**src/rtl/sipo_word_packer.sv**
```systemverilog
// Packs en-qualified serial bits into WIDTH-bit words; word valid one cycle after its last bit.
// One-word output buffer: refills on the handshake edge; with ready low a completed word is dropped and overrun set.
module sipo_word_packer #(
  parameter int WIDTH     = 8,
  parameter bit MSB_FIRST = 1'b1
) (
  input  logic                     clk,
  input  logic                     rst,
  input  logic                     en,
  input  logic                     din,
  input  logic                     clr,
  output logic [WIDTH-1:0]         dout,
  output logic                     dout_valid,
  input  logic                     dout_ready,
  output logic [$clog2(WIDTH)-1:0] bit_cnt,
  output logic                     overrun
);

  localparam int CW = $clog2(WIDTH);

  typedef enum logic {EMPTY = 1'b0, FULL = 1'b1} state_e;

  state_e           state_q, state_d;
  logic [WIDTH-1:0] sr_q, sr_d;
  logic [WIDTH-1:0] dout_q, dout_d;
  logic [CW-1:0]    cnt_q, cnt_d;
  logic             ovr_q, ovr_d;

  logic             shift_en;
  logic             complete;
  logic [WIDTH-1:0] sr_shift;

  always_comb begin
    shift_en = en && !clr;
    sr_shift = MSB_FIRST ? {sr_q[WIDTH-2:0], din} : {din, sr_q[WIDTH-1:1]};
    complete = shift_en && (cnt_q == CW'(WIDTH - 1));
  end

  // Shift register, bit counter and sticky overrun; clr wins over any bit in the same cycle.
  always_comb begin
    sr_d  = sr_q;
    cnt_d = cnt_q;
    ovr_d = ovr_q;
    if (clr) begin
      sr_d  = '0;
      cnt_d = '0;
      ovr_d = 1'b0;
    end else if (en) begin
      sr_d  = sr_shift;
      cnt_d = complete ? '0 : cnt_q + CW'(1);
    end
    if (complete && state_q == FULL && !dout_ready) begin
      ovr_d = 1'b1;
    end
  end

  always_comb begin
    state_d = state_q;
    dout_d  = dout_q;
    case (state_q)
      EMPTY: begin
        if (complete) begin
          state_d = FULL;
          dout_d  = sr_shift;
        end
      end
      FULL: begin
        if (dout_ready) begin
          if (complete) begin
            dout_d = sr_shift;
          end else begin
            state_d = EMPTY;
          end
        end
      end
      default: state_d = EMPTY;
    endcase
  end

  always_ff @(posedge clk) begin
    if (rst) begin
      state_q <= EMPTY;
      sr_q    <= '0;
      dout_q  <= '0;
      cnt_q   <= '0;
      ovr_q   <= 1'b0;
    end else begin
      state_q <= state_d;
      sr_q    <= sr_d;
      dout_q  <= dout_d;
      cnt_q   <= cnt_d;
      ovr_q   <= ovr_d;
    end
  end

  assign dout       = dout_q;
  assign dout_valid = (state_q == FULL);
  assign bit_cnt    = cnt_q;
  assign overrun    = ovr_q;

endmodule
```
**config.mk**
```make
export PLATFORM = sky130hd
export DESIGN_NAME = sipo_word_packer
export DESIGN_NICKNAME = d
export VERILOG_FILES = /design/src/rtl/sipo_word_packer.sv
export SDC_FILE = /design/constraint.sdc
export NUM_CORES = 1
export LEC_CHECK = 0
export BUFFER_PORTS_ARGS = -buffer_cell sky130_fd_sc_hd__buf_2
export CORE_UTILIZATION = 40
export CTS_BUF_LIST = sky130_fd_sc_hd__clkbuf_8 sky130_fd_sc_hd__clkbuf_16
export CTS_CLUSTER_DIAMETER = 100
export DETAILED_ROUTE_END_ITERATION = 16
export GPL_ROUTABILITY_DRIVEN = 0
export GPL_TIMING_DRIVEN = 0
export SLEW_MARGIN = 20
export SYNTH_ARGS = -nofsm -noshare
export SYNTH_HDL_FRONTEND = slang
export SYNTH_SLANG_ARGS = --single-unit
```
**constraint.sdc**
```tcl
create_clock -name clk -period 1.4 [get_ports clk]
set_clock_uncertainty 0.05 [all_clocks]
set_input_delay 0.28 -clock clk [delete_from_list [all_inputs] [get_ports clk]]
set_output_delay 0.28 -clock clk [all_outputs]
set_load 0.005 [all_outputs]
```
---- Word level (Yosys, flattened, before mapping) ----
Index checks and enable logic that the tools add are counted.
storage, ports and cells
  output and inout port bits .............. 13
  bits in registers ....................... 20
  logic and storage cells ................. 26
  input bits .............................. 6
cells by class
  reduce and logical (&&, ||, !) cells .... 8
  add/subtract/negate cells ............... 1
  bitwise operators ....................... 1
  equality and inequality tests ........... 2
  multiplexer cells ....................... 9
operator list
  cell                                          number
  2-to-1 mux 8 bit                              2
  one-hot mux 8 bit (2 select lines)            1
  logical AND 1 bit                             4
  2-to-1 mux 1 bit                              4
  adder 3 x 1 -> 3 bit, second input constant   1
  == test 3 bit, second input constant          1
  2-to-1 mux 3 bit                              1
  logical NOT 1 bit                             2
  inequality test 2 bit, second input constant  1
  one-hot mux 1 bit (2 select lines)            1
  nonzero test 2 bit                            1
  OR reduction 2 bit                            1
  inverter 1 bit                                1

---- Logic depth before layout (Yosys ltp) ----
  depth after elaboration ................. 6
  depth in mapped cells ................... 5
  mapped depth without buffers ............ 5

---- Worst setup path after synthesis ----
Ideal clock, no wire load.
  path type ............................... register to register
  from .................................... register cnt_q[0] (netlist: bit_cnt[0])
  to ...................................... register dout_q[0] (netlist: dout[0])
  stages on the path, launching flop included .. 6
  setup time .............................. 0.072 ns
  setup slack ............................. -0.061 ns
  period minus slack after synthesis ...... 1.461 ns
  path buffers ............................ 0
  data arrival time ....................... 1.339 ns
  cells stage by stage .................... dfxtp_1 -> ha_1 -> ha_1 -> nand2_2 -> nor3_4 -> mux2i_1
on the way
  cells in the longest elaborated chain, start to end .. 5
ends and longest elaborated chain
  item                                  RTL line  source
  start: declaration                    26        logic [CW-1:0] cnt_q, cnt_d;
  start signal: assignment              91        cnt_q <= cnt_d;
  == test 3 bit *                       36        complete = shift_en && (cnt_q == CW'(WIDTH - 1));
  logical AND 1 bit *                   36
  2-to-1 mux 8 bit *                    n/a
  2-to-1 mux 8 bit                      n/a
  one-hot mux 8 bit (2 select lines) *  n/a
  end signal: assignment                90        dout_q <= dout_d;
  end: declaration                      25        logic [WIDTH-1:0] dout_q, dout_d;
Mark *: on every way between the ends. The rest lies on a longest branch, timed or not. The select of a mux whose other input is x is not followed.
A chain may end at the register's enable or synchronous reset.

---- Final worst setup path ----
  from .................................... register cnt_q[0] (netlist: bit_cnt[0])
  to ...................................... register dout_q[7] (netlist: dout[7])
Same word-level chain as after synthesis.

==> results.toml <==
[status]
outcome = "completed"

[logic_synthesis]
synthCells = 81
synth.distinct_cells = 16
syn_avg_cell_area_um2 = 10.3
netlist_area_um2 = 836
ys_ff_latch = 20
synth_nets = 89
ys_seq_area_frac = 0.479
yosysWarnings = 0

[cts]
cts_buffers = 3
clock_latency_ns = 0.25
clockRootBuffer = "clkbuf_8"
cts.hold.buffers_added = 0
cts_buffer_depth = 2
htree_levels = 1
post-cts-setup-buffers = 2
cts_tree = "built"
cts-resized-gates = 0
clock_sinks = 20
clk_pin_slew_ns = 0.08

[floorplanning]
fp.dieW_um = 47.7
die_h_um = 47.7
placeableCoreArea_um2 = 1960
die-area_um2 = 2280
initial_core_util = 0.426
pin_count = 19
core.rowCount = 16

[worst_setup_path]
required_ns = 1.54
cpMostUsedCell = "ha_4"
cp_slowest_stage_delay_ns = 0.37
cpLargestDelayFamily = "flip-flops"
arrival_ns = 1.44
critical_path_buf_inv_count = 1
r2r_slack_ns = 0.09
r2r-start = "bit_cnt[0]$_SDFFE_PP0P_"
crit_path_end_kind = "flop"
path_cells = "ha_4, ha_4, nand2_4, nor3_4, buf_4, mux2i_1"
critPathMaxFanout = 5
r2r-end = "dout[7]$_SDFFE_PP0P_"
r2r_cells = 6
cpMaxStageDelayCell = "dfxtp_4"
crit_type = "reg -> reg"
critPathLaunchType = "flop"

[sta]
fin_crit_sh = 0.933
fmax_ghz = 0.766
rsz0062_at_grt = "false"
tightestPinTransition_ns = 0.470
period_minus_slack_ns = 1.31
fin_ws_ns = 0.0943
slew_headroom = 0.687
setup_viol = 0
finalHoldViolations = 0
holdWs_ns = 0.231
tns_ns = 0
slew_viol_final = 0

[global_route]
grt-ovfl-total = 0
globalRouteTotalUtil = 0.144
grt_max_degree = 13
grt_pass1_vias = 506
grt_pass1_wl_um = 2190
grt_antenna_before_repair = 0

[finish]
area_delta_synth_final_pct = 29.3
final_common_cell = "buf_2"
final_cells = 132
drive_gt1_frac = 0.305
final_area_um2 = 1080
finish.utilization = 0.551
diodes = 0
final_nets = 114
most-common-layout-cells = "buf_2 (19), dfxtp_1 (18), mux2i_1 (16), nand2b_1 (16), nor2_1 (13)"

[route]
vias_per_cell = 4.48
drtIter0Drc = 2
ant_nets = 0
wire_per_inst_um = 10.7
dr.pass1.iters = 2
drc = 0
dr_total_vias = 591
wl_um = 1410

[worst_hold_path]
hold_path_depth = 3
whs_endpoint = "sr_q[0]$_SDFFE_PP0P_"
min-delay-path-class = "in -> reg"
hold_path.startpoint = "din"

[placed_design]
post-place-ws_ns = -0.180
dp_hpwl_um = 983
dpl_cell_area_um2 = 995
placed_cells = 126
place.port_buffers = 18

[power_and_ir_drop]
finalPower_mw = 1.20
leakagePower_nw = 0.446
power_density_nw_per_um2 = 1110
ir_drop_v = 0.000606

[job]
max-cap-violations = 0
layout make-up:
class                   count  area (µm²)
repair buffers             20         105
multi-input cells          58         453
clock inverters             1        30.0
flip-flops and latches     20         405
plain buffers               3        12.5
clock buffers               3        41.3
well taps                  27        33.8
fillers                   206         881
worst min-delay path, cell delays in order:
cell	delay (ns)
buf_2	0.09
mux2i_1	0.06
nor2_1	0.07
cells by family (layout without fill, tap and decap cells):
group,after synthesis,in the layout,synth area share
mux,16,16,0.192
fa+ha+maj,2,2,0.0299
compound gates,4,4,0.0314
buf+inv,3,27,0.0150
simple gates,36,36,0.253
flops,20,20,0.479
cell usage after synthesis:
| master | number | area, µm² |
|---|---|---|
| or2_1 | 1 | 6.26 |
| a21oi_1 | 2 | 10.0 |
| nor2b_1 | 2 | 12.5 |
| nor3_4 | 1 | 16.3 |
| nor2b_4 | 1 | 13.8 |
| nand2b_1 | 16 | 100 |
| dfxtp_1 | 20 | 400 |
| buf_2 | 1 | 5.00 |
| a31oi_1 | 1 | 6.26 |
| mux2i_1 | 16 | 160 |
| nor2_1 | 13 | 48.8 |
| nand2_2 | 1 | 6.26 |
| and2b_1 | 1 | 7.51 |
| o21ba_1 | 1 | 10.0 |
| ha_1 | 2 | 25.0 |
| clkbuf_1 | 2 | 7.51 |
sequential cells by signal, indices dropped and copies added, names as in the netlist:
| name | flops |
|---|---|
| dout_valid | 1 |
| bit_cnt | 3 |
| overrun | 1 |
| sr_q | 7 |
| dout | 8 |
per-layer routing:
metal  routed length, µm  vias to the layer above  global-route usage
li1                    -                      311                   -
met1                 699                      269               0.182
met2                 659                        9               0.222
met3                  44                        2              0.0340
met4                  11                        0              0.0833
met5                   0                        -                   0
report_power, final:
| part | switching [mW] | internal (mW) | total (mW) |
|---|---|---|---|
| sequential | 0.00334 | 0.571 | 0.574 |
| clock | 0.189 | 0.381 | 0.571 |
| combinational | 0.0285 | 0.0255 | 0.0540 |
worst max-delay path by stage:
| stage | startpoint | end | slack (ns) | cells past startpoint |
|---|---|---|---|---|
| after floorplan | bit_cnt[1]$_SDFFE_PP0P_ | dout[0]$_SDFFE_PP0P_ | -0.001 | 5 |
| after global placement | bit_cnt[0]$_SDFFE_PP0P_ | dout[1]$_SDFFE_PP0P_ | -0.16 | 5 |
| after detailed placement | bit_cnt[1]$_SDFFE_PP0P_ | dout[1]$_SDFFE_PP0P_ | -0.18 | 5 |
| after CTS | bit_cnt[1]$_SDFFE_PP0P_ | dout[7]$_SDFFE_PP0P_ | 0.08 | 6 |
| after global routing | bit_cnt[1]$_SDFFE_PP0P_ | dout[5]$_SDFFE_PP0P_ | 0.00007 | 6 |
| final | bit_cnt[0]$_SDFFE_PP0P_ | dout[7]$_SDFFE_PP0P_ | 0.09 | 6 |
Power figures use the tool's default switching activity.
